## src/rtl/prefetch_buffer_pkg.sv

```systemverilog
// Shared types for the instruction prefetch buffer: the queued fetch entry
// and a word-alignment helper for redirect targets.
package prefetch_buffer_pkg;

   localparam logic [31:0] WORD_BYTES = 32'd4;

   typedef struct packed {
      logic [31:0] pc;
      logic [31:0] instr;
      logic        err;
   } fetch_entry_t;

   function automatic logic [31:0] word_align(input logic [31:0] addr);
      return addr & 32'hFFFF_FFFC;
   endfunction

endpackage

```

## src/rtl/prefetch_buffer_fetch_fifo.sv

```systemverilog
// In-order synchronous FIFO holding fetched entries; head is read straight
// from storage (no output register), flush drops everything in one cycle.
module fetch_fifo
   import prefetch_buffer_pkg::*;
#(
   parameter int  DEPTH = 4,
   parameter type T     = fetch_entry_t
) (
   input  logic                       clk_i,
   input  logic                       rst_i,
   input  logic                       push_i,
   input  logic                       pop_i,
   input  logic                       flush_i,
   input  T                           data_i,
   output T                           head_o,
   output logic [$clog2(DEPTH+1)-1:0] count_o
);

   localparam int AW = $clog2(DEPTH);
   localparam int CW = $clog2(DEPTH+1);

   T              mem [DEPTH];
   logic [AW-1:0] rd_ptr;
   logic [AW-1:0] wr_ptr;
   logic [CW-1:0] count;

   // Storage is cleared on reset so the head fields read as zero afterwards.
   always_ff @(posedge clk_i) begin
      if (rst_i) begin
         rd_ptr <= '0;
         wr_ptr <= '0;
         count  <= '0;
         for (int i = 0; i < DEPTH; i++) mem[i] <= '0;
      end else if (flush_i) begin
         rd_ptr <= '0;
         wr_ptr <= '0;
         count  <= '0;
      end else begin
         if (push_i) begin
            mem[wr_ptr] <= data_i;
            wr_ptr      <= wr_ptr + AW'(1);
         end
         if (pop_i) rd_ptr <= rd_ptr + AW'(1);
         case ({push_i, pop_i})
            2'b10:   count <= count + CW'(1);
            2'b01:   count <= count - CW'(1);
            default: count <= count;
         endcase
      end
   end

   assign head_o  = mem[rd_ptr];
   assign count_o = count;

   a_no_overflow: assert property (@(posedge clk_i) disable iff (rst_i)
      !(push_i && count == CW'(DEPTH)));

endmodule

```

## src/rtl/prefetch_buffer.sv

```systemverilog
// Sequential instruction prefetcher: credit-limited word fetches, in-order
// response queueing, and redirect handling that discards stale in-flight data.
module prefetch_buffer
   import prefetch_buffer_pkg::*;
#(
   parameter int DEPTH = 4
) (
   input  logic        clk_i,
   input  logic        rst_i,
   input  logic [29:0] boot_addr_i,
   input  logic        flush_i,
   input  logic [31:0] flush_addr_i,
   output logic        instr_req_o,
   output logic [31:0] instr_addr_o,
   input  logic        instr_gnt_i,
   input  logic        instr_rvalid_i,
   input  logic [31:0] instr_rdata_i,
   input  logic        instr_err_i,
   output logic        valid_o,
   input  logic        ready_i,
   output logic [31:0] pc_o,
   output logic [31:0] instr_o,
   output logic        err_o,
   output logic        busy_o
);

   localparam int CW = $clog2(DEPTH+1);

   logic [31:0]   fetch_addr;
   logic [31:0]   resp_pc;
   logic [31:0]   flush_target;
   logic [CW-1:0] outstanding;
   logic [CW-1:0] outstanding_next;
   logic [CW-1:0] discard;
   logic [CW-1:0] count;
   logic [CW:0]   in_use;
   logic          fire;
   logic          push;
   logic          pop;
   fetch_entry_t  entry;
   fetch_entry_t  head;

   assign flush_target     = word_align(flush_addr_i);
   assign in_use           = {1'b0, count} + {1'b0, outstanding};
   // Credits cover both queued and in-flight words, so a response always has room.
   assign instr_req_o      = !flush_i && !rst_i && (in_use < (CW+1)'(DEPTH));
   assign instr_addr_o     = fetch_addr;
   assign fire             = instr_req_o && instr_gnt_i;
   assign outstanding_next = outstanding + CW'(fire) - CW'(instr_rvalid_i);

   assign push    = instr_rvalid_i && (discard == '0) && !flush_i;
   assign valid_o = (count != '0) && !flush_i;
   assign pop     = valid_o && ready_i;
   assign entry   = '{pc: resp_pc, instr: instr_rdata_i, err: instr_err_i};

   always_ff @(posedge clk_i) begin
      if (rst_i) begin
         fetch_addr  <= {boot_addr_i, 2'b00};
         resp_pc     <= {boot_addr_i, 2'b00};
         outstanding <= '0;
         discard     <= '0;
      end else if (flush_i) begin
         // Every word still in flight belongs to the old stream.
         fetch_addr  <= flush_target;
         resp_pc     <= flush_target;
         outstanding <= outstanding_next;
         discard     <= outstanding_next;
      end else begin
         outstanding <= outstanding_next;
         if (fire) fetch_addr <= fetch_addr + WORD_BYTES;
         if (instr_rvalid_i) begin
            if (discard != '0) discard <= discard - CW'(1);
            else               resp_pc <= resp_pc + WORD_BYTES;
         end
      end
   end

   fetch_fifo #(.DEPTH(DEPTH), .T(fetch_entry_t)) u_fifo (
      .clk_i   (clk_i),
      .rst_i   (rst_i),
      .push_i  (push),
      .pop_i   (pop),
      .flush_i (flush_i),
      .data_i  (entry),
      .head_o  (head),
      .count_o (count)
   );

   assign pc_o    = head.pc;
   assign instr_o = head.instr;
   assign err_o   = head.err;
   assign busy_o  = outstanding != '0;

   a_rvalid_expected: assert property (@(posedge clk_i) disable iff (rst_i)
      !(instr_rvalid_i && outstanding == '0));
   a_credit_bound: assert property (@(posedge clk_i) disable iff (rst_i)
      in_use <= (CW+1)'(DEPTH));

endmodule

```

## config.mk

```make
export PLATFORM = sky130hd
export DESIGN_NAME = prefetch_buffer
export DESIGN_NICKNAME = d
export VERILOG_FILES = /design/src/rtl/prefetch_buffer_pkg.sv /design/src/rtl/prefetch_buffer_fetch_fifo.sv /design/src/rtl/prefetch_buffer.sv
export SDC_FILE = /design/constraint.sdc
export NUM_CORES = 1
export LEC_CHECK = 0
export BUFFER_PORTS_ARGS = -buffer_cell sky130_fd_sc_hd__clkbuf_2
export CELL_PAD_IN_SITES_DETAIL_PLACEMENT = 1
export CELL_PAD_IN_SITES_GLOBAL_PLACEMENT = 2
export CORE_ASPECT_RATIO = 0.5
export CORE_MARGIN = 2
export CORE_UTILIZATION = 40
export CTS_CLUSTER_DIAMETER = 120
export DETAILED_ROUTE_END_ITERATION = 10
export PLACE_DENSITY = 0.85
export SYNTH_ARGS = -nofsm -noshare
export SYNTH_HDL_FRONTEND = slang
export SYNTH_HIERARCHICAL = 1
export SYNTH_SLANG_ARGS = --single-unit
```

## constraint.sdc

```tcl
create_clock -name clk_i -period 3.9 [get_ports clk_i]
set_clock_uncertainty 0.1 [all_clocks]
set_input_delay 0.585 -clock clk_i [delete_from_list [all_inputs] [get_ports clk_i]]
set_output_delay 0.585 -clock clk_i [all_outputs]
set_load 0.005 [all_outputs]
```

# [Word level (Yosys, flattened, before mapping)]
# Memories as Yosys holds them, arrays and structs flattened. A register that Yosys moved wholly into a read port is not among the register bits.
# Cells that the tools add are included.
[totals] ff_bits=77 latch_bits=0 ram_bits=260 mem_bits_ro=0 inputBits=101 output_inout_bits=100 wordCells=70 memories=1
[mem_list] name="u_fifo.mem" depth=4 word_bits=65 rd=1 rd_clocked_by_memory_dff=1 wr=4 line="prefetch_buffer_fetch_fifo.sv:22" text="T mem [DEPTH];"
[classes] add_sub_neg=10 mul=0 n_div=0 order_cmp=1 n_eq_ne=3 n_shift=0 muxes=22 bitwise_logic=1 reduce_logical=23
[op_table] cell="two-way mux 32 bit" count=7
[op_table] cell="two-way mux 65 bit" count=1
[op_table] cell="OR reduction 65 bit" count=1
[op_table] cell="adder 32 x 3 -> 32 bit, second input constant" count=2
[op_table] cell="nonzero test 3 bit" count=5
[op_table] cell="two-way mux 3 bit" count=3
[op_table] cell="logical AND 1 bit" count=7
[op_table] cell="two-way mux 1 bit" count=7
[op_table] cell="two-way mux 2 bit" count=3
[op_table] cell="case mux 3 bit (2 select lines)" count=1
[op_table] cell="AND reduction 2 bit" count=3
[op_table] cell="nonzero test 2 bit" count=3
[op_table] cell="subtractor 3 x 1 -> 3 bit, second input constant" count=2
[op_table] cell="adder 2 x 1 -> 2 bit, second input constant" count=2
[op_table] cell="adder 3 x 3 -> 4 bit" count=1
[op_table] cell="less-than comparator 4 x 3 -> 1 bit, second input constant" count=1
[op_table] cell="adder 3 x 1 -> 3 bit" count=1
[op_table] cell="adder 3 x 1 -> 3 bit, second input constant" count=1
[op_table] cell="zero test 3 bit" count=1
[op_table] cell="inequality test 3 bit, second input constant" count=1
[op_table] cell="subtractor 3 x 1 -> 3 bit" count=1
[op_table] cell="equality test 2 x 1 -> 1 bit, second input constant" count=1
[op_table] cell="equality test 2 bit, second input constant" count=1
[op_table] cell="zero test 1 bit" count=2
[op_table] cell="2 further kinds" count=2

# [Depth between registers and ports, before layout]
# Gate-level depths: netlist of the first run.
[logic_depth] depth_word=9 mapped_depth=14 ltp_nobuf=12

# [Hierarchy]
# The synthesis of the first run kept the hierarchy.
[modules_own_cells] mod="fetch_fifo" instances=1 cells_each=743 area_per_inst_um2=11492.3 seq_area_each_um2=7987.7
[modules_own_cells] mod="prefetch_buffer" instances=1 cells_each=447 area_per_inst_um2=4286.6 seq_area_each_um2=1921.8

# [Worst setup path before layout of the first run]
# Ideal clock, no wire load.
[synth_path] path_kind="input to register" from="in flush_i" to="mem u_fifo/mem[1][0] (netlist name), enable pin" setup_time_ps=434 t_arrival_ps=3020 required_ps=3366 path_slack_ps=346 stages=6 n_path_buf=2 cell_sequence="clkbuf_1 > clkbuf_1 > nor2_1 > and2b_1 > nand2_1 > nand2b_1"
[synth_lines] item="start: declaration" line="prefetch_buffer.sv:11" text="input logic flush_i,"
[synth_lines] item="end: declaration" line="prefetch_buffer_fetch_fifo.sv:22"

# [Worst setup path after layout of the first run]
[layout_path] from="reg u_fifo.count[2] (netlist: u_fifo/count_o[2])" to="reg discard[2]"
[layout_between] elab_chain_len=7
[layout_lines] item="start: declaration" line="prefetch_buffer_fetch_fifo.sv:25" text="logic [CW-1:0] count;"
[layout_lines] item="start signal: assignment" line="prefetch_buffer_fetch_fifo.sv:45" text="2'b10: count <= count + CW'(1);"
[layout_lines] item="start signal: assignment" line="prefetch_buffer_fetch_fifo.sv:46" text="2'b01: count <= count - CW'(1);"
[layout_lines] item="start signal: assignment" line="prefetch_buffer_fetch_fifo.sv:47" text="default: count <= count;"
[layout_lines] item="adder 3 x 3 -> 4 bit" line="prefetch_buffer.sv:44" text="assign in_use = {1'b0, count} + {1'b0, outstanding};"
[layout_lines] item="less-than comparator 4 x 3 -> 1 bit" line="prefetch_buffer.sv:46" text="assign instr_req_o = !flush_i && !rst_i && (in_use < (CW+1)'(DEPTH));"
[layout_lines] item="logical AND 1 bit" line="prefetch_buffer.sv:46"
[layout_lines] item="logical AND 1 bit" line="prefetch_buffer.sv:48" text="assign fire = instr_req_o && instr_gnt_i;"
[layout_lines] item="adder 3 x 1 -> 3 bit" line="prefetch_buffer.sv:49" text="assign outstanding_next = outstanding + CW'(fire) - CW'(instr_rvalid_i);"
[layout_lines] item="subtractor 3 x 1 -> 3 bit" line="prefetch_buffer.sv:49"
[layout_lines] item="two-way mux 3 bit" line="prefetch_buffer.sv:62" text="end else if (flush_i) begin"
[layout_lines] item="end signal: assignment" line="prefetch_buffer.sv:67" text="discard <= outstanding_next;"
[layout_lines] item="end signal: assignment" line="prefetch_buffer.sv:72" text="if (discard != '0) discard <= discard - CW'(1);"
[layout_lines] item="end: declaration" line="prefetch_buffer.sv:34" text="logic [CW-1:0] discard;"
# Every way passes these cells.
# A chain may end at the register's enable or synchronous reset.

==> impl_results.rst, run 1 <==
.. list-table::
   :header-rows: 1

   * - Metric
     - Value
   * - Outcome
     - finished clean
   * - Post-cts resize count
     - 0
   * - Minimum clock period
     - 3.01 ns
   * - Multiplexer fraction of the synthesized cell area
     - 0.0955
   * - Post-layout nets
     - 1487
   * - WL per Instance
     - 21.8 um
   * - Mean Syn Cell Area
     - 13.3 sq um
   * - Register-to-register setup slack
     - 0.89 ns
   * - Residual DRC
     - 0
   * - Antenna violations before repair
     - 1
   * - Maximum number of pins on one net before global-route repair
     - 113
   * - Share of synthesized flip-flops with an asynchronous set or reset
     - 0
   * - H-tree levels
     - 2
   * - Number of iterations in the first detailed-routing pass
     - 4
   * - Global routing usage summed across all routing layers
     - 0.204
   * - Setup TNS Final
     - 0 ns
   * - DR vias
     - 10.3k
   * - Arrival time at the worst endpoint
     - 3.31 ns
   * - Count of buffers added by post-CTS timing repair for setup
     - 0
   * - Peak ir drop on the vdd network
     - 236 uV
   * - Clock slew at reported path FFs
     - 0.06 ns
   * - Maximum operating frequency
     - 332 MHz
   * - Detail Route Antenna Nets
     - 0
   * - Critical path class
     - flop to flop
   * - Synthesized area
     - 15800 sq um
   * - Maximum clock insertion buffer count
     - 3
   * - Final setup violating endpoints
     - 0
   * - Placed cell count
     - 1869
   * - Adder-cell area share of the yosys netlist
     - 0.00967
   * - Total number of yosys warnings
     - 6
   * - Site Rows
     - 51
   * - Clock tree from TritonCTS
     - built
   * - Leakage component of the power
     - 0.00667 uW
   * - DPL Wire Length
     - 26.4 mm
   * - Final-report hold violation count
     - 0
   * - Number of fill cells in the layout
     - 4013
   * - Max-Cap Viols
     - 0
   * - Hold buffer count at CTS
     - 0
   * - Vias in the first global route
     - 11.1k
   * - First-pass GRT wire length
     - 64.4 mm
   * - Wire length after detailed routing
     - 42.0 mm
   * - Number of antenna diodes
     - 0
   * - Path class of the lowest-slack min-delay path
     - input pin to flop
   * - RSZ-0062 raised after global routing
     - false
   * - Fin. max-slew vios
     - 0
   * - Worst R2R End
     - discard[2]
   * - CP Launch Type
     - flop
   * - Std-Cell Core Area
     - 38900 sq um
   * - Layout overhead on the synthesized area
     - 16.3%
   * - Height of the chip
     - 144 um
   * - Grt total ovfl
     - 0
   * - Final cycle utilization of the critical path
     - 0.771
   * - Crit path max fanout
     - 4
   * - Area fraction in and, or, nand and nor cells after synthesis
     - 0.158
   * - Fraction of the yosys area taken by sequential cells
     - 0.628
   * - Post-synthesis instance total
     - 1190
   * - Initial detailed-routing violation count
     - 606
   * - Actual transition at the worst max-transition pin
     - 1.03 ns
   * - Crit. Startpoint
     - u_fifo/count_o[2]
   * - Horiz. Die Dim
     - 285 um
   * - Worst reg-to-reg path cell count
     - 12
   * - Endpoint of the worst setup timing path
     - discard[2]
   * - Worst slew slack as a fraction of its limit
     - 0.311
   * - Area share of xor/xnor cells in the synthesized design
     - 0.0300
   * - Fraction of layout cells with a size suffix above 1
     - 0.270
   * - Via-per-instance ratio
     - 5.33
   * - Dominant combinational cell family by area after synthesis
     - simple AND/OR/NAND/NOR gates
   * - Final Wtd Congestion
     - 0.829
   * - Cell variety after synth
     - 60
   * - Number of enable-type register cells in the synthesized netlist
     - 320
   * - Die Area
     - 41100 sq um
   * - Library cell used as clock root buffer
     - sky130_fd_sc_hd__clkbuf_16
   * - Post-synthesis compound-gate area fraction
     - 0.0433
   * - Power per standard cell area
     - 468 nW/um^2
   * - Clock buffers created by TritonCTS
     - 34
   * - Number of I/O port buffers
     - 196
   * - Critical path required time
     - 4.20 ns
   * - Kind of capture point of the worst setup path
     - flop
   * - Boundary Pins
     - 201
   * - Reg2reg start
     - u_fifo/count_o[2]
   * - Predominant post-synthesis flop cell
     - sky130_fd_sc_hd__edfxtp_1
   * - Clk_lat worst skew
     - 0.52 ns
   * - Initial Util
     - 0.406
   * - Post-synthesis sequential element count
     - 335
   * - Non-filler cells in the finished layout
     - 1927
   * - Total clock sinks
     - 335
==> report_power, final <==
part	internal, uW	leakage, uW	switching [uW]	total (uW)
Clock	1920	0.000535	1380	3300
Combinational	365	0.00269	546	911
Sequential	4210	0.00344	179	4390
==> layer usage <==
metal  GRT usage  share of wire  vias to the layer above
li1            -              -                     4713
met1       0.271           0.44                     5267
met2       0.358           0.50                      249
met3      0.0319          0.044                       43
met4      0.0460          0.014                        0
met5           0              0                        -
==> cells in the final DEF, fill, tap and decap left out, types with 15 or more instances in the layout <==
master,Yosys,layout
sky130_fd_sc_hd__edfxtp_1,320,320
sky130_fd_sc_hd__nor2_1,269,269
sky130_fd_sc_hd__clkbuf_2,0,195
sky130_fd_sc_hd__nand2b_1,70,66
sky130_fd_sc_hd__mux4_2,65,65
sky130_fd_sc_hd__o21ai_0,54,54
sky130_fd_sc_hd__nand2_1,51,49
sky130_fd_sc_hd__clkbuf_16,0,35
sky130_fd_sc_hd__nand3_1,30,29
sky130_fd_sc_hd__xor2_1,27,27
sky130_fd_sc_hd__xnor2_1,27,27
sky130_fd_sc_hd__nand4_1,20,20
sky130_fd_sc_hd__nor2_2,20,20
sky130_fd_sc_hd__buf_4,6,17
sky130_fd_sc_hd__a21oi_1,15,15
==> cells in the mapped netlist, drive strengths merged (5+ instances only) <==
master / number / area [sq um]
and4: 7 / 61.3
a21boi: 5 / 37.5
mux4: 65 / 1460
and2: 6 / 37.5
xnor2: 27 / 236
nor3: 7 / 46.3
nand3: 30 / 150
and3: 12 / 75.1
nand2b: 70 / 438
o21ai: 56 / 280
inv: 14 / 52.6
a21oi: 15 / 75.1
xor2: 27 / 236
dfxtp: 15 / 300
buf: 48 / 412
nor4: 5 / 43.8
clkbuf: 25 / 93.8
nand4: 22 / 159
edfxtp: 320 / 9610
nand2: 52 / 198
ha: 9 / 113
o21a: 8 / 60.1
a22oi: 12 / 90.1
nor2: 290 / 1150
==> worst max-delay path, cell delays in order, from the launching register on <==
cell,delay [ns]
sky130_fd_sc_hd__dfxtp_1,0.39
sky130_fd_sc_hd__ha_1,0.25
sky130_fd_sc_hd__or4_1,0.51
sky130_fd_sc_hd__a31oi_1,0.22
sky130_fd_sc_hd__nand2_1,0.12
sky130_fd_sc_hd__ha_1,0.30
sky130_fd_sc_hd__inv_1,0.05
sky130_fd_sc_hd__ha_1,0.18
sky130_fd_sc_hd__fa_1,0.38
sky130_fd_sc_hd__xnor2_1,0.16
sky130_fd_sc_hd__nor2_1,0.07
sky130_fd_sc_hd__nand2_1,0.09
sky130_fd_sc_hd__o21ai_0,0.07
==> state kept, by name, indices dropped and copies added, names as in the netlist, named ones only <==
name            flops
discard             3
u_fifo/rd_ptr       2
u_fifo/count_o      3
instr_addr_o       30
u_fifo/mem        260
outstanding         3
u_fifo/wr_ptr       2
resp_pc            30
==> how the worst min path moves through the flow <==
| stage | from | end | slack (ns) | cells past startpoint |
|---|---|---|---|---|
| after global placement | u_fifo/count_o[2] | u_fifo/count_o[2] | 0.40 | 2 |
| after global routing | boot_addr_i[6] | resp_pc[8] | 0.28 | 3 |
| after CTS | boot_addr_i[6] | resp_pc[8] | 0.28 | 3 |
| after floorplan | u_fifo/count_o[2] | u_fifo/count_o[2] | 0.37 | 2 |
| final | boot_addr_i[6] | resp_pc[8] | 0.29 | 3 |
| after detailed placement | u_fifo/rd_ptr[1] | flop | 0.43 | 2 |
==> stage by stage <==
stage               total power [uW]  utilization  hold slack (ns)  cell area [sq um]  setup slack (ns)
finish                          8590        0.472            0.288              18300             0.892
global route                    8940        0.472            0.284              18300             0.743
CTS                             8680        0.472            0.275              18300             0.874
detailed placement              5380        0.444            0.433              17300             0.644
global placement                5330        0.444            0.398              17300             0.716
floorplan                       4950            -            0.375              15800             0.346
==> area by class of cell <==
cell class              count  area (sq um)  share of cell area
clock buffers              43           906              0.0494
multi-input cells         771          5380               0.293
flip-flops and latches    335          9920               0.541
clock inverters            15           184              0.0100
well taps                 530           663              0.0361
repair buffers            219          1240              0.0678
inverters                  14          52.6             0.00286
==> cells by family (layout without fill, tap and decap cells) <==
family,count (synthesis),count (layout)
adder cells (fa/ha/maj),11,11
buffers and inverters,87,291
multiplexers,69,69
AND/OR/NAND/NOR,520,520
other,1,4
AO/OA/AOI/OAI,113,113
XOR/XNOR,54,54
flip-flops,335,335
Note: power is estimated with default switching activity, not from simulation.
==> run 2, diff against run 1 <==
- ABC_AREA: not set -> 1
- CORE_UTILIZATION: 40 -> 37
- PLACE_DENSITY: 0.85 -> 0.86
- clock period: 3.9 -> 2.8 ns (I/O delays scaled with it)
==> impl_results.rst, run 2 <==
.. list-table::
   :header-rows: 1

   * - Metric
     - Value
   * - First-pass GRT wire length
     - 72.7 mm (was 64.4 mm)
   * - Layout overhead on the synthesized area
     - 17.2% (was 16.3%)
   * - H-tree levels
     - 2 (unchanged)
   * - Arrival time at the worst endpoint
     - 2.09 ns (was 3.31 ns)
   * - Crit path max fanout
     - 130 (was 4)
   * - Final Wtd Congestion
     - 0.771 (was 0.829)
   * - Number of I/O port buffers
     - 196 (unchanged)
   * - Number of iterations in the first detailed-routing pass
     - 5 (was 4)
   * - Kind of capture point of the worst setup path
     - output pin (was flop)
   * - DPL Wire Length
     - 29.8 mm (was 26.4 mm)
   * - Fraction of the core area covered by cells at the end of the flow
     - 0.437 (was 0.472)
   * - Final-report hold violation count
     - 0 (unchanged)
   * - RSZ-0062 raised after global routing
     - false (unchanged)
   * - Number of fill cells in the layout
     - 4925 (was 4013)
   * - Clock share of power
     - 0.372 (was 0.384)
   * - Wire length after detailed routing
     - 47.1 mm (was 42.0 mm)
   * - Maximum clock insertion buffer count
     - 3 (unchanged)
   * - Via-per-instance ratio
     - 5.13 (was 5.33)
   * - Boundary Pins
     - 201 (unchanged)
   * - Clk_lat worst skew
     - 0.52 ns (about the same)
   * - Internal cell power
     - 8680 uW (was 6490 uW)
   * - Hold buffer count at CTS
     - 0 (unchanged)
   * - Number of enable-type register cells in the synthesized netlist
     - 320 (unchanged)
   * - Total number of yosys warnings
     - 6 (unchanged)
   * - Global routing usage summed across all routing layers
     - 0.206 (was 0.204)
   * - Grt total ovfl
     - 0 (unchanged)
   * - Path class of the lowest-slack min-delay path
     - input pin to flop (unchanged)
   * - Initial Util
     - 0.373 (was 0.406)
   * - Post-layout nets
     - 1964 (was 1487)
   * - Die Area
     - 45400 sq um (was 41100 sq um)
   * - Critical path class
     - flop to output pin (was flop to flop)
   * - Count of buffers added by post-CTS timing repair for setup
     - 0 (unchanged)
   * - Power per standard cell area
     - 618 nW/um^2 (was 468 nW/um^2)
   * - DR vias
     - 12.6k (was 10.3k)
   * - Residual DRC
     - 0 (unchanged)
   * - CP Launch Type
     - flop (unchanged)
   * - Post-synthesis sequential element count
     - 335 (unchanged)
   * - Fraction of the yosys area taken by sequential cells
     - 0.614 (was 0.628)
   * - Final setup violating endpoints
     - 0 (unchanged)
   * - Comb power frac
     - 0.107 (was 0.106)
   * - Cell types with the largest area share after synthesis
     - sky130_fd_sc_hd__edfxtp_1, sky130_fd_sc_hd__nor2_1, sky130_fd_sc_hd__o21ai_0 (was sky130_fd_sc_hd__edfxtp_1, sky130_fd_sc_hd__mux4_2, sky130_fd_sc_hd__nor2_1)
   * - Fin. max-slew vios
     - 0 (unchanged)
   * - Most frequently used cell type in the post-synthesis netlist
     - sky130_fd_sc_hd__nor2_1 (was sky130_fd_sc_hd__edfxtp_1)
   * - Clock buffers created by TritonCTS
     - 34 (unchanged)
   * - Post-synthesis instance total
     - 1678 (was 1190)
   * - Number of antenna diodes
     - 0 (unchanged)
   * - Predominant post-synthesis flop cell
     - sky130_fd_sc_hd__edfxtp_1 (unchanged)
   * - Library cell used as clock root buffer
     - sky130_fd_sc_hd__clkbuf_16 (unchanged)
   * - Initial detailed-routing violation count
     - 660 (was 606)
   * - Tot Pwr
     - 11700 uW (was 8590 uW)
   * - Share of synthesized flip-flops with an asynchronous set or reset
     - 0 (unchanged)
   * - Mean Syn Cell Area
     - 9.62 sq um (was 13.3 sq um)
   * - Cell variety after synth
     - 37 (was 60)
   * - Clock slew at reported path FFs
     - 0.06 ns (about the same)
   * - Height of the chip
     - 152 um (was 144 um)
   * - P_sw
     - 3010 uW (was 2100 uW)
   * - Actual transition at the worst max-transition pin
     - 0.614 ns (was 1.03 ns)
   * - Horiz. Die Dim
     - 299 um (was 285 um)
   * - Maximum operating frequency
     - 383 MHz
   * - Max-Cap Viols
     - 0 (unchanged)
   * - Largest area contributor in the netlist
     - sky130_fd_sc_hd__edfxtp_1 (unchanged)
   * - Clock tree from TritonCTS
     - built (unchanged)
   * - WL per Instance
     - 19.1 um (was 21.8 um)
   * - Leakage component of the power
     - 0.00770 uW (was 0.00667 uW)
   * - Detail Route Antenna Nets
     - 0 (unchanged)
   * - Switching Share
     - 0.257 (was 0.245)
   * - Minimum clock period
     - 2.61 ns
   * - Commonest cells in the synthesized netlist
     - sky130_fd_sc_hd__nor2_1, sky130_fd_sc_hd__edfxtp_1, sky130_fd_sc_hd__nand2_1, sky130_fd_sc_hd__o21ai_0, sky130_fd_sc_hd__inv_1 (was sky130_fd_sc_hd__edfxtp_1, sky130_fd_sc_hd__nor2_1, sky130_fd_sc_hd__nand2b_1, sky130_fd_sc_hd__mux4_2, sky130_fd_sc_hd__o21ai_0)
   * - Maximum number of pins on one net before global-route repair
     - 131 (was 113)
   * - Most used cells in the layout excluding fill and tap cells
     - sky130_fd_sc_hd__nor2_1, sky130_fd_sc_hd__edfxtp_1, sky130_fd_sc_hd__nand2_1 (was sky130_fd_sc_hd__edfxtp_1, sky130_fd_sc_hd__nor2_1, sky130_fd_sc_hd__clkbuf_2)
   * - Post-cts resize count
     - 0 (unchanged)
   * - Total clock sinks
     - 335 (unchanged)
   * - Std-Cell Core Area
     - 43300 sq um (was 38900 sq um)
   * - Worst slew slack as a fraction of its limit
     - 0.591 (was 0.311)
   * - Site Rows
     - 54 (was 51)
   * - Final cycle utilization of the critical path
     - 0.932
   * - Seq pwr share
     - 0.522 (was 0.510)
   * - Fraction of layout cells with a size suffix above 1
     - 0.175 (was 0.270)
   * - Most common cell after layout, fill and taps aside
     - sky130_fd_sc_hd__nor2_1 (was sky130_fd_sc_hd__edfxtp_1)
   * - Fraction of post-synthesis cell area in the top cell type by area
     - 0.596 (was 0.609)
   * - Outcome
     - finished clean (unchanged)
   * - Peak ir drop on the vdd network
     - 394 uV (was 236 uV)
   * - Antenna violations before repair
     - 0 (was 1)
   * - Critical path required time
     - 2.28 ns (was 4.20 ns)
   * - Synthesized area
     - 16100 sq um (was 15800 sq um)
   * - Vias in the first global route
     - 13.0k (was 11.1k)
   * - Number of flip-flops in the largest register
     - 260 (unchanged)
   * - Largest register by flop count
     - u_fifo/mem (unchanged)
## run 2: per-layer routing
metal,vias up,routed length (um),track usage
li1,6043,-,-
met1,6382,21600,0.275
met2,174,23400,0.363
met3,44,1440,0.0254
met4,0,592,0.0405
met5,-,0,0
## run 2: worst max-delay path: stages (launching register included)
cell and delay (ns):
sky130_fd_sc_hd__dfxtp_4 0.36, sky130_fd_sc_hd__buf_12 0.41, sky130_fd_sc_hd__o21ai_0 0.21, sky130_fd_sc_hd__o22ai_1 0.31, sky130_fd_sc_hd__clkbuf_2 0.17
## run 2: per-stage QoR
step | instances | area, sq um | hold WS, ns | setup TNS (ns) | setup slack [ns]
floorplan | 1681 | 16200 | 0.312 | -0.798 | -0.0123
global placement | 2404 | 17900 | 0.381 | 0 | 0.327
detailed placement | 2404 | 17900 | 0.397 | 0 | 0.330
CTS | 2464 | 18900 | 0.115 | 0 | 0.175
global route | 2464 | 18900 | 0.129 | 0 | 0.0722
finish | 2464 | 18900 | 0.133 | 0 | 0.191
## run 2: cells by family after synthesis
| family | count (synthesis) | share of synthesized area |
|---|---|---|
| buf+inv | 232 | 0.0598 |
| compound gates | 280 | 0.0979 |
| xor+xnor | 17 | 0.00923 |
| other cells | 1 | 0.000232 |
| fa+ha+maj | 11 | 0.00946 |
| flops | 335 | 0.614 |
| simple gates | 802 | 0.209 |
## run 2: area by class of cell
type | count | area (sq um) | area share
flip-flops and latches | 335 | 9910 | 0.524
multi-input cells | 1114 | 5330 | 0.282
repair buffers | 228 | 1380 | 0.0732
clock buffers | 48 | 925 | 0.0489
well taps | 588 | 736 | 0.0389
inverters | 139 | 527 | 0.0279
clock inverters | 12 | 103 | 0.00542
## run 2: power by group through the flow
stage          Clock (uW)  Combinational, uW  Sequential, uW
6_report             4340               1250            6100
5_1_grt              4620               1400            6140
4_1_cts              4430               1270            6100
3_5_place_dp            0               1260            6200
3_3_place_gp            0               1240            6190
2_1_floorplan           0                732            6120
## run 2: path summary, 6_finish.rpt
check	start	end	slack (ns)	depth (start not counted)
worst max-delay path	flop	instr_o[5]	0.19	4
worst max register to register	u_fifo/count_o[1]	discard[2]	0.36	14
worst min register to register	u_fifo/rd_ptr[1]	flop	0.40	1
worst min-delay path	instr_rdata_i[8]	u_fifo/mem[1][9]	0.13	3
==> run 3, diff against run 2 <==
- REMOVE_ABC_BUFFERS: not set -> 1
- SKIP_LAST_GASP: not set -> 1
==> impl_results.rst, run 3 (synthesized netlist as in run 2, its figures left out) <==
.. list-table::
   :header-rows: 1

   * - Metric
     - Value
   * - Power per standard cell area
     - 648 nW/um^2 (was 618 nW/um^2)
   * - Final design instance area without fill
     - 19100 sq um (was 18900 sq um)
   * - Internal cell power
     - 9290 uW (was 8680 uW)
   * - Most used cells in the layout excluding fill and tap cells
     - sky130_fd_sc_hd__nor2_1, sky130_fd_sc_hd__edfxtp_1, sky130_fd_sc_hd__nand2_1 (unchanged)
   * - Clock share of power
     - 0.407 (was 0.372)
   * - Outcome
     - finished clean (unchanged)
   * - Final Wtd Congestion
     - 0.794 (was 0.771)
   * - Horiz. Die Dim
     - 299 um (unchanged)
   * - Met1 track demand over resource in global routing
     - 0.258 (was 0.275)
   * - H-tree levels
     - 2 (unchanged)
   * - Grt total ovfl
     - 0 (unchanged)
   * - Largest register by flop count
     - u_fifo/mem (unchanged)
   * - Initial Util
     - 0.373 (unchanged)
   * - WL per Instance
     - 19.2 um (was 19.1 um)
   * - Total clock sinks
     - 335 (unchanged)
   * - Die Area
     - 45400 sq um (unchanged)
   * - Initial detailed-routing violation count
     - 803 (was 660)
   * - Crit path max fanout
     - 130 (unchanged)
   * - Library cell used as clock root buffer
     - sky130_fd_sc_hd__clkbuf_16 (unchanged)
   * - Antenna violations before repair
     - 0 (unchanged)
   * - Detail Route Antenna Nets
     - 0 (unchanged)
   * - Register-to-register setup slack
     - 0.30 ns (was 0.36 ns)
   * - Global routing usage summed across all routing layers
     - 0.207 (was 0.206)
   * - Vias in the first global route
     - 13.1k (was 13.0k)
   * - Maximum number of pins on one net before global-route repair
     - 131 (unchanged)
   * - Clock tree from TritonCTS
     - built (unchanged)
   * - Minimum clock period
     - 2.66 ns (was 2.61 ns)
   * - Height of the chip
     - 152 um (unchanged)
   * - CP Launch Type
     - flop (unchanged)
   * - Grt met2 use
     - 0.381 (was 0.363)
   * - Worst slew slack as a fraction of its limit
     - 0.369 (was 0.591)
   * - Residual DRC
     - 0 (unchanged)
   * - Post-layout nets
     - 1970 (was 1964)
   * - Std-Cell Core Area
     - 43300 sq um (unchanged)
   * - Critical path required time
     - 2.28 ns (about the same)
   * - Critical path class
     - flop to output pin (unchanged)
   * - Arrival time at the worst endpoint
     - 2.14 ns (was 2.09 ns)
   * - Maximum operating frequency
     - 376 MHz (was 383 MHz)
   * - Max-Cap Viols
     - 0 (unchanged)
   * - Post-cts resize count
     - 0 (unchanged)
   * - Clock slew at reported path FFs
     - 0.06 ns (about the same)
   * - Via-per-instance ratio
     - 5.10 (was 5.13)
   * - Final setup violating endpoints
     - 0 (unchanged)
   * - Boundary Pins
     - 201 (unchanged)
   * - Tot Pwr
     - 12400 uW (was 11700 uW)
   * - Kind of capture point of the worst setup path
     - output pin (unchanged)
   * - Peak ir drop on the vdd network
     - 361 uV (was 394 uV)
   * - Number of I/O port buffers
     - 196 (unchanged)
   * - Fraction of the core area covered by cells at the end of the flow
     - 0.442 (was 0.437)
   * - Hold buffer count at CTS
     - 0 (unchanged)
   * - P_sw
     - 3100 uW (was 3010 uW)
   * - Final WS setup
     - 0.143 ns (was 0.191 ns)
   * - DR vias
     - 12.6k (about the same)
   * - Switching Share
     - 0.250 (was 0.257)
   * - Placed cell area
     - 17900 sq um (unchanged)
   * - Count of buffers added by post-CTS timing repair for setup
     - 0 (unchanged)
   * - Number of flip-flops in the largest register
     - 260 (unchanged)
   * - Comb power frac
     - 0.101 (was 0.107)
   * - Wire length after detailed routing
     - 47.5 mm (was 47.1 mm)
   * - Worst setup slack before clock tree synthesis
     - 0.262 ns (was 0.330 ns)
   * - Final cycle utilization of the critical path
     - 0.949 (was 0.932)
   * - Clock buffers created by TritonCTS
     - 35 (was 34)
   * - Number of iterations in the first detailed-routing pass
     - 5 (unchanged)
   * - Setup TNS Final
     - 0 ns (unchanged)
   * - Site Rows
     - 54 (unchanged)
   * - Leakage component of the power
     - 0.00781 uW (was 0.00770 uW)
   * - Most common cell after layout, fill and taps aside
     - sky130_fd_sc_hd__nor2_1 (unchanged)
   * - Path class of the lowest-slack min-delay path
     - input pin to flop (unchanged)
   * - Most congested layer reported by global routing
     - met2 (unchanged)
   * - DPL Wire Length
     - 30.0 mm (was 29.8 mm)
   * - Actual transition at the worst max-transition pin
     - 0.946 ns (was 0.614 ns)
   * - Met3 track demand over resource
     - 0.0284 (was 0.0254)
   * - RSZ-0062 raised after global routing
     - false (unchanged)
   * - Final-report hold violation count
     - 0 (unchanged)
   * - Layout overhead on the synthesized area
     - 18.5% (was 17.2%)
   * - Clk_lat worst skew
     - 0.53 ns (was 0.52 ns)
   * - Seq pwr share
     - 0.491 (was 0.522)
   * - Maximum clock insertion buffer count
     - 3 (unchanged)
   * - Fin. max-slew vios
     - 0 (unchanged)
   * - Fraction of layout cells with a size suffix above 1
     - 0.184 (was 0.175)
   * - First-pass GRT wire length
     - 72.9 mm (was 72.7 mm)
-- run 3: cell types whose count changed in the layout (fill, tap and decap cells not counted), sizes merged --
cell,delta
clkbuf,-9
bufinv,+6
buf,+5
clkinvlp,+3
inv,+3
clkinv,+1
diode,+1
-- run 3: routing by layer --
layer / vias up / share of wire
met5: - / 0
met3: 67 / 0.038
met2: 230 / 0.51
li1: 6059 / -
met1: 6253 / 0.43
met4: 0 / 0.022
-- run 3: final timing paths --
check,from,endpoint,depth (start not counted)
setup / recovery,flop,pc_o[18],4
hold / removal,instr_rdata_i[17],u_fifo/mem[3][18],3
setup reg to reg,u_fifo/count_o[1],discard[2],14
hold reg to reg,u_fifo/rd_ptr[1],flop,1
-- run 3: area by class of cell --
class / count / area [sq um]
multi-input combinational: 1114 / 5320
timing repair buffer: 233 / 1400
clock inverter: 25 / 323
inverter: 139 / 523
antenna: 1 / 2.50
clock buffer: 39 / 912
tap: 588 / 736
sequential: 335 / 9910
fill: 4964 / 24200
-- run 3: power by group through the flow --
stage | Clock (uW) | Combinational [uW] | Sequential (uW)
after detailed placement | 0 | 1260 | 6200
after global placement | 0 | 1240 | 6180
after CTS | 5130 | 1280 | 6090
final | 5050 | 1250 | 6090
after global routing | 5320 | 1410 | 6130
after floorplan | 0 | 696 | 6130
-- run 3: metrics by stage --
step | hold WS (ns) | cells
finish | 0.120 | 2474
global route | 0.127 | 2473
CTS | 0.0991 | 2473
detailed placement | 0.377 | 2409
global placement | 0.381 | 2409
floorplan | 0.312 | 1588
-- run 3: worst max-delay path, stage by stage, from the launching register on --
cell and delay [ns]:
sky130_fd_sc_hd__dfxtp_4 0.36, sky130_fd_sc_hd__buf_12 0.44, sky130_fd_sc_hd__o21ai_0 0.26, sky130_fd_sc_hd__o22ai_1 0.33, sky130_fd_sc_hd__clkbuf_2 0.18
